[src/rtl/clam_hash_lookup_if.sv]
// Query/table-read/result bundle for the hash lookup engine.
// The engine takes the slave side; the host and the table read port take master.
interface clam_hash_lookup_if #(
   parameter int DATA_INDEX_WIDTH = 32,
   parameter int BIT_ON_TAILS     = 7
);
   localparam int ADDR_W = BIT_ON_TAILS + 1;

   logic                        query_valid;
   logic                        query_ready;
   logic [DATA_INDEX_WIDTH-1:0] query_key;

   logic                        rd_en;
   logic [ADDR_W-1:0]           rd_addr;
   logic [DATA_INDEX_WIDTH-1:0] rd_hash;
   logic [DATA_INDEX_WIDTH-1:0] rd_occurr;

   logic                        result_valid;
   logic                        result_ready;
   logic                        result_found;
   logic [DATA_INDEX_WIDTH-1:0] result_count;
   logic [BIT_ON_TAILS:0]       result_probes;

   modport master (
      output query_valid, query_key, rd_hash, rd_occurr, result_ready,
      input  query_ready, rd_en, rd_addr,
      input  result_valid, result_found, result_count, result_probes
   );

   modport slave (
      input  query_valid, query_key, rd_hash, rd_occurr, result_ready,
      output query_ready, rd_en, rd_addr,
      output result_valid, result_found, result_count, result_probes
   );
endinterface

[src/rtl/clam_hash_lookup.sv]
// Hash table query engine: recomputes the builder's tail hash for one key,
// linearly probes the occurrence table through a 1-cycle synchronous read
// port and reports found / occurrence count / number of slots read.
module clam_hash_lookup #(
   parameter int DATA_INDEX_WIDTH = 32,
   parameter int BIT_ON_TAILS     = 7
) (
   input  logic              clk,
   input  logic              rst,
   clam_hash_lookup_if.slave bus,
   output logic              busy
);
   localparam int LEN    = 1 << BIT_ON_TAILS;
   localparam int ADDR_W = BIT_ON_TAILS + 1;
   localparam int PW     = BIT_ON_TAILS + 1;
   localparam logic [ADDR_W-1:0] MASK  = ADDR_W'(LEN - 1);
   localparam logic [ADDR_W-1:0] LEN_A = ADDR_W'(LEN);
   localparam logic [PW-1:0]     PMAX  = PW'(LEN);

   typedef enum logic [2:0] {IDLE, HASH, WRAP, READ, CMP, RESP} state_t;

   state_t                      state_q, state_d;
   logic [DATA_INDEX_WIDTH-1:0] key_q;
   logic [ADDR_W-1:0]           idx_q;
   logic [ADDR_W-1:0]           addr_q;
   logic [PW-1:0]               probes_q;
   logic                        found_q;
   logic [DATA_INDEX_WIDTH-1:0] count_q;

   // Slot outcome decoded once so FSM and datapath agree on priority:
   // an empty slot ends the search before any key compare.
   logic slot_empty, slot_hit, table_done;
   always_comb begin
      slot_empty = (bus.rd_occurr == '0);
      slot_hit   = !slot_empty && (bus.rd_hash == key_q);
      table_done = (probes_q == PMAX);
   end

   // State register.
   always_ff @(posedge clk) begin
      if (rst) state_q <= IDLE;
      else     state_q <= state_d;
   end

   // Next-state logic.
   always_comb begin
      state_d = state_q;
      case (state_q)
         IDLE: if (bus.query_valid) state_d = HASH;
         HASH: state_d = WRAP;
         WRAP: state_d = READ;
         READ: state_d = CMP;
         CMP:  begin
            if (slot_empty || slot_hit || table_done) state_d = RESP;
            else                                      state_d = READ;
         end
         RESP: if (bus.result_ready) state_d = IDLE;
         default: state_d = IDLE;
      endcase
   end

   // Datapath: key latch, probe index, probe count and result registers.
   always_ff @(posedge clk) begin
      if (rst) begin
         key_q    <= '0;
         idx_q    <= '0;
         addr_q   <= '0;
         probes_q <= '0;
         found_q  <= 1'b0;
         count_q  <= '0;
      end else begin
         case (state_q)
            IDLE: begin
               if (bus.query_valid) begin
                  key_q    <= bus.query_key;
                  probes_q <= '0;
               end
            end
            // Sum of two tail-sized values fits ADDR_W bits without overflow.
            HASH: idx_q <= {1'b0, key_q[BIT_ON_TAILS-1:0]} +
                           ADDR_W'(key_q[BIT_ON_TAILS-1:1]);
            // Single subtraction suffices: the sum never reaches 2*LEN.
            WRAP: if (idx_q > MASK) idx_q <= idx_q - LEN_A;
            READ: begin
               probes_q <= probes_q + PW'(1);
               addr_q   <= idx_q;
            end
            CMP: begin
               if (slot_empty) begin
                  found_q <= 1'b0;
                  count_q <= '0;
               end else if (slot_hit) begin
                  found_q <= 1'b1;
                  count_q <= bus.rd_occurr;
               end else if (table_done) begin
                  found_q <= 1'b0;
                  count_q <= '0;
               end else begin
                  idx_q <= (idx_q == MASK) ? '0 : idx_q + ADDR_W'(1);
               end
            end
            default: ;
         endcase
      end
   end

   // Outputs decode from state; rd_addr keeps the last probed slot between reads.
   always_comb begin
      bus.query_ready   = (state_q == IDLE) && !rst;
      bus.rd_en         = (state_q == READ);
      bus.rd_addr       = (state_q == READ) ? idx_q : addr_q;
      bus.result_valid  = (state_q == RESP);
      bus.result_found  = found_q;
      bus.result_count  = count_q;
      bus.result_probes = probes_q;
      busy              = (state_q != IDLE);
   end
endmodule

[src/flat_wrapper.sv]
// flat-port wrapper written by rule: the top's interface ports become plain ports
module clam_hash_lookup_flat 
#(
   parameter int DATA_INDEX_WIDTH = 32,
   parameter int BIT_ON_TAILS     = 7
)
  (clk, rst, busy, bus_query_valid, bus_query_key, bus_rd_hash, bus_rd_occurr, bus_result_ready, bus_query_ready, bus_rd_en, bus_rd_addr, bus_result_valid, bus_result_found, bus_result_count, bus_result_probes);
  clam_hash_lookup_if #(.DATA_INDEX_WIDTH(DATA_INDEX_WIDTH), .BIT_ON_TAILS(BIT_ON_TAILS)) bus_i ();
  input  logic clk;
  input  logic rst;
  output logic busy;
  input wire logic [$bits(bus_i.query_valid)-1:0] bus_query_valid;
  input wire logic [$bits(bus_i.query_key)-1:0] bus_query_key;
  input wire logic [$bits(bus_i.rd_hash)-1:0] bus_rd_hash;
  input wire logic [$bits(bus_i.rd_occurr)-1:0] bus_rd_occurr;
  input wire logic [$bits(bus_i.result_ready)-1:0] bus_result_ready;
  output wire logic [$bits(bus_i.query_ready)-1:0] bus_query_ready;
  output wire logic [$bits(bus_i.rd_en)-1:0] bus_rd_en;
  output wire logic [$bits(bus_i.rd_addr)-1:0] bus_rd_addr;
  output wire logic [$bits(bus_i.result_valid)-1:0] bus_result_valid;
  output wire logic [$bits(bus_i.result_found)-1:0] bus_result_found;
  output wire logic [$bits(bus_i.result_count)-1:0] bus_result_count;
  output wire logic [$bits(bus_i.result_probes)-1:0] bus_result_probes;
  assign bus_i.query_valid = bus_query_valid;
  assign bus_i.query_key = bus_query_key;
  assign bus_i.rd_hash = bus_rd_hash;
  assign bus_i.rd_occurr = bus_rd_occurr;
  assign bus_i.result_ready = bus_result_ready;
  assign bus_query_ready = bus_i.query_ready;
  assign bus_rd_en = bus_i.rd_en;
  assign bus_rd_addr = bus_i.rd_addr;
  assign bus_result_valid = bus_i.result_valid;
  assign bus_result_found = bus_i.result_found;
  assign bus_result_count = bus_i.result_count;
  assign bus_result_probes = bus_i.result_probes;
  clam_hash_lookup #(.DATA_INDEX_WIDTH(DATA_INDEX_WIDTH), .BIT_ON_TAILS(BIT_ON_TAILS)) u_core (.clk(clk), .rst(rst), .bus(bus_i), .busy(busy));
endmodule
[config.mk]
export PLATFORM = sky130hd
export DESIGN_NAME = clam_hash_lookup_flat
export DESIGN_NICKNAME = d
export VERILOG_FILES = /design/src/rtl/clam_hash_lookup_if.sv /design/src/rtl/clam_hash_lookup.sv /design/src/flat_wrapper.sv
export SDC_FILE = /design/constraint.sdc
export NUM_CORES = 1
export LEC_CHECK = 0
export ABC_AREA = 1
export BUFFER_PORTS_ARGS = -buffer_cell sky130_fd_sc_hd__clkbuf_2
export CAP_MARGIN = 20
export CORE_UTILIZATION = 45
export CTS_CLUSTER_SIZE = 14
export DETAILED_ROUTE_END_ITERATION = 7
export PLACE_DENSITY_LB_ADDON = 0.08
export SETUP_SLACK_MARGIN = 0.1
export SLEW_MARGIN = 25
export SYNTH_ARGS = -nofsm -noshare
export SYNTH_HDL_FRONTEND = slang
export SYNTH_SLANG_ARGS = --single-unit
export TNS_END_PERCENT = 20
[constraint.sdc]
create_clock -name clk -period 4.8 [get_ports clk]
set_clock_uncertainty 0.1 [all_clocks]
set_input_delay 0.24 -clock clk [delete_from_list [all_inputs] [get_ports clk]]
set_output_delay 0.24 -clock clk [all_outputs]
set_load 0.01 [all_outputs]
==> impl_metrics.json <==
{
  "run_status": "finished clean",
  "rsz0062_at_grt": "no",
  "async_reset_ff_share_pct": 0,
  "first_pass_iters": 5,
  "ys.warnings.count": 0,
  "clockBufferDepth": 2,
  "row_count": 36,
  "clockRootBuffer": "clkbuf_8",
  "fin_crit_ns": 2.55,
  "seq_area_sq_mm": 0.00184,
  "synth_cells": 657,
  "postCtsHoldBufs": 16,
  "cts_resized": 0,
  "drt-total-wl_microns": 12200,
  "synth-seq-cells": 92,
  "ios": 153,
  "max_freq_ghz": 0.393,
  "postCtsSetupRepairBufs": 0,
  "n_antenna_cell": 0,
  "antenna_found_initial": 0,
  "portBuffers": 152,
  "synth_nets": 769,
  "synth_commonest_cells": "nand2_1, dfxtp_1, a21oi_1",
  "syn_avg_cell_area_sq_um": 7.08,
  "worstMarginPinSlew_ns": 0.954,
  "fillers": 962,
  "synth.most_common_cell": "nand2_1",
  "path_class": "register to primary output",
  "start_util_pct": 46.9,
  "cts_tree": "yes",
  "grt_usage_pct": 23.1,
  "synth_top_area_share_pct": 39.6,
  "worst_slack_ns": 2.25,
  "leakage_uw": 0.00266,
  "synth-edff-count": 0,
  "grt_pass1_vias": 4344,
  "min_path_cells": 3,
  "die_h_microns": 104,
  "synth-main-ff-cell": "dfxtp_1",
  "vias": 4687,
  "yosysSeqAreaShare_pct": 39.6,
  "hpwl_microns": 8520,
  "multi_input_area_sq_mm": 0.00244,
  "slew_headroom_pct": 36.4,
  "post_synth_num_cell_types": 37,
  "path_clk_slew_ns": 0.09,
  "wl_per_cell_microns": 12.9,
  "syn_area_sq_mm": 0.00465,
  "drt_iter0_drc": 261,
  "setup_viol": 0,
  "postRouteAntennaNets": 0,
  "drv_cap": 0,
  "clk_latency_ns": 0.35,
  "core_sq_mm": 0.00991,
  "crit_arrival_ns": 2.21,
  "fin_crit_sh_pct": 53.1,
  "slew_violations": 0,
  "max-vdd-ir-drop_uv": 180,
  "die_area_sq_mm": 0.0107,
  "fin_nets": 918,
  "fin_tns_setup_ns": 0,
  "numCtsBuffers": 9,
  "h-tree-depth": 3,
  "syn_to_final_growth_pct": 25.3,
  "critPathLaunchType": "register",
  "grt_pass1_wl_microns": 20100,
  "cp_max_fo": 16,
  "synth_area_leader_cell": "dfxtp_1",
  "synth.area.top_cells": "dfxtp_1, nand2_1, a21oi_1, xnor2_1, nor2_1",
  "gp_routability_congestion": 0.835,
  "crit_required_ns": 4.46,
  "die_w_microns": 104,
  "hp-class": "input pin to register",
  "hold_viol": 0,
  "r2r_cells": 8,
  "pre_cts_ws_ns": 2.57,
  "grt_overflow": 0,
  "grt_max_degree": 72,
  "p_per_area_mw_per_mm2": 369,
  "drc": 0,
  "cp-end-kind": "primary output",
  "drt-vias-per-instance": 4.97,
  "drive_gt1_share_pct": 24.2,
  "cts.sinks": 92
}
[layout by cell type (no fill, tap or decap), drive strengths merged, types with 2 or more instances in the layout]
cell | Yosys | final
nand2 | 180 | 180
clkbuf | 18 | 163
dfxtp | 92 | 92
a21oi | 84 | 84
nor2 | 63 | 63
inv | 52 | 52
nand4 | 35 | 35
xnor2 | 29 | 29
o21ai | 28 | 28
dlygate4sd3 | 0 | 18
nand3 | 14 | 14
ha | 11 | 11
or2 | 10 | 10
nand3b | 5 | 5
nor3 | 3 | 3
o22ai | 3 | 3
a31oi | 3 | 3
bufinv | 0 | 3
nor4 | 2 | 2
clkinv | 0 | 2
buf | 16 | 2
[report_power, final]
group	internal, uW	total [uW]	switching, uW	leakage [uW]
combinational	248	590	342	0.00180
clock	345	614	268	0.000117
sequential	849	945	96.3	0.000749
[cell families (layout without fill, tap and decap cells)]
group	count (synthesis)	count (layout)	synth area share (%)
AND/OR/NAND/NOR	313	313	29.4
AO/OA/AOI/OAI	124	124	14.0
flip-flops	92	92	39.6
buffers and inverters	86	240	7.99
XOR/XNOR	30	30	5.65
adder cells (fa/ha/maj)	12	12	3.39
[worst paths after layout]
path | from | end | slack, ns
min | bus_query_key[7] | u_core.key_q[7] | 0.02
min reg2reg | u_core.key_q[27] | u_core.key_q[27] | 0.37
max | u_core.state_q[1] | bus_rd_addr[6] | 2.25
max reg2reg | u_core.state_q[0] | u_core.idx_q[5] | 2.57
[per-layer routing]
layer	GRT usage (%)	vias up	routed length, microns
li1	-	2451	-
met1	28.5	2090	5380
met2	38.8	133	5870
met3	6.17	13	725
met4	7.65	0	187
met5	0	-	0
[per-stage QoR]
step           total power, uW  instance area (sq um)  util (%)  hold WS (ns)  instances
3_3_place_gp              1520                   5420      54.7         0.347        910
6_report                  2150                   5830      58.8        0.0246        944
4_1_cts                   2170                   5810      58.6       0.00121        942
3_5_place_dp              1540                   5420      54.7         0.356        910
2_1_floorplan             1360                   4650         -         0.284        657
5_1_grt                   2290                   5830      58.8      0.000697        944
[worst max-delay path: stages, from the launching register on]
cell      delay [ns]
dfxtp_1         0.45
nand2_1         0.12
nor2_2          0.45
inv_1           0.33
o21ai_0         0.30
inv_1           0.07
clkbuf_2        0.13
[flip-flops by register name, summed over array words and instances, names as in the netlist]
signal and cells:
u_core.addr_q 8, u_core.bus.result_count 32, u_core.bus.result_found 1, u_core.bus.result_probes 8
u_core.idx_q 8, u_core.key_q 32, u_core.state_q 3
[final cells by class]
cell class                      instances  area share, %
Multi-Input combinational cell        479           41.8
Sequential cell                        92           31.6
Inverter                               52           3.35
Clock buffer                           11           2.25
Clock inverter                          5           1.72
Timing Repair Buffer                  172           16.4
Tap cell                              133           2.85
(Power assumes the default switching activity.)
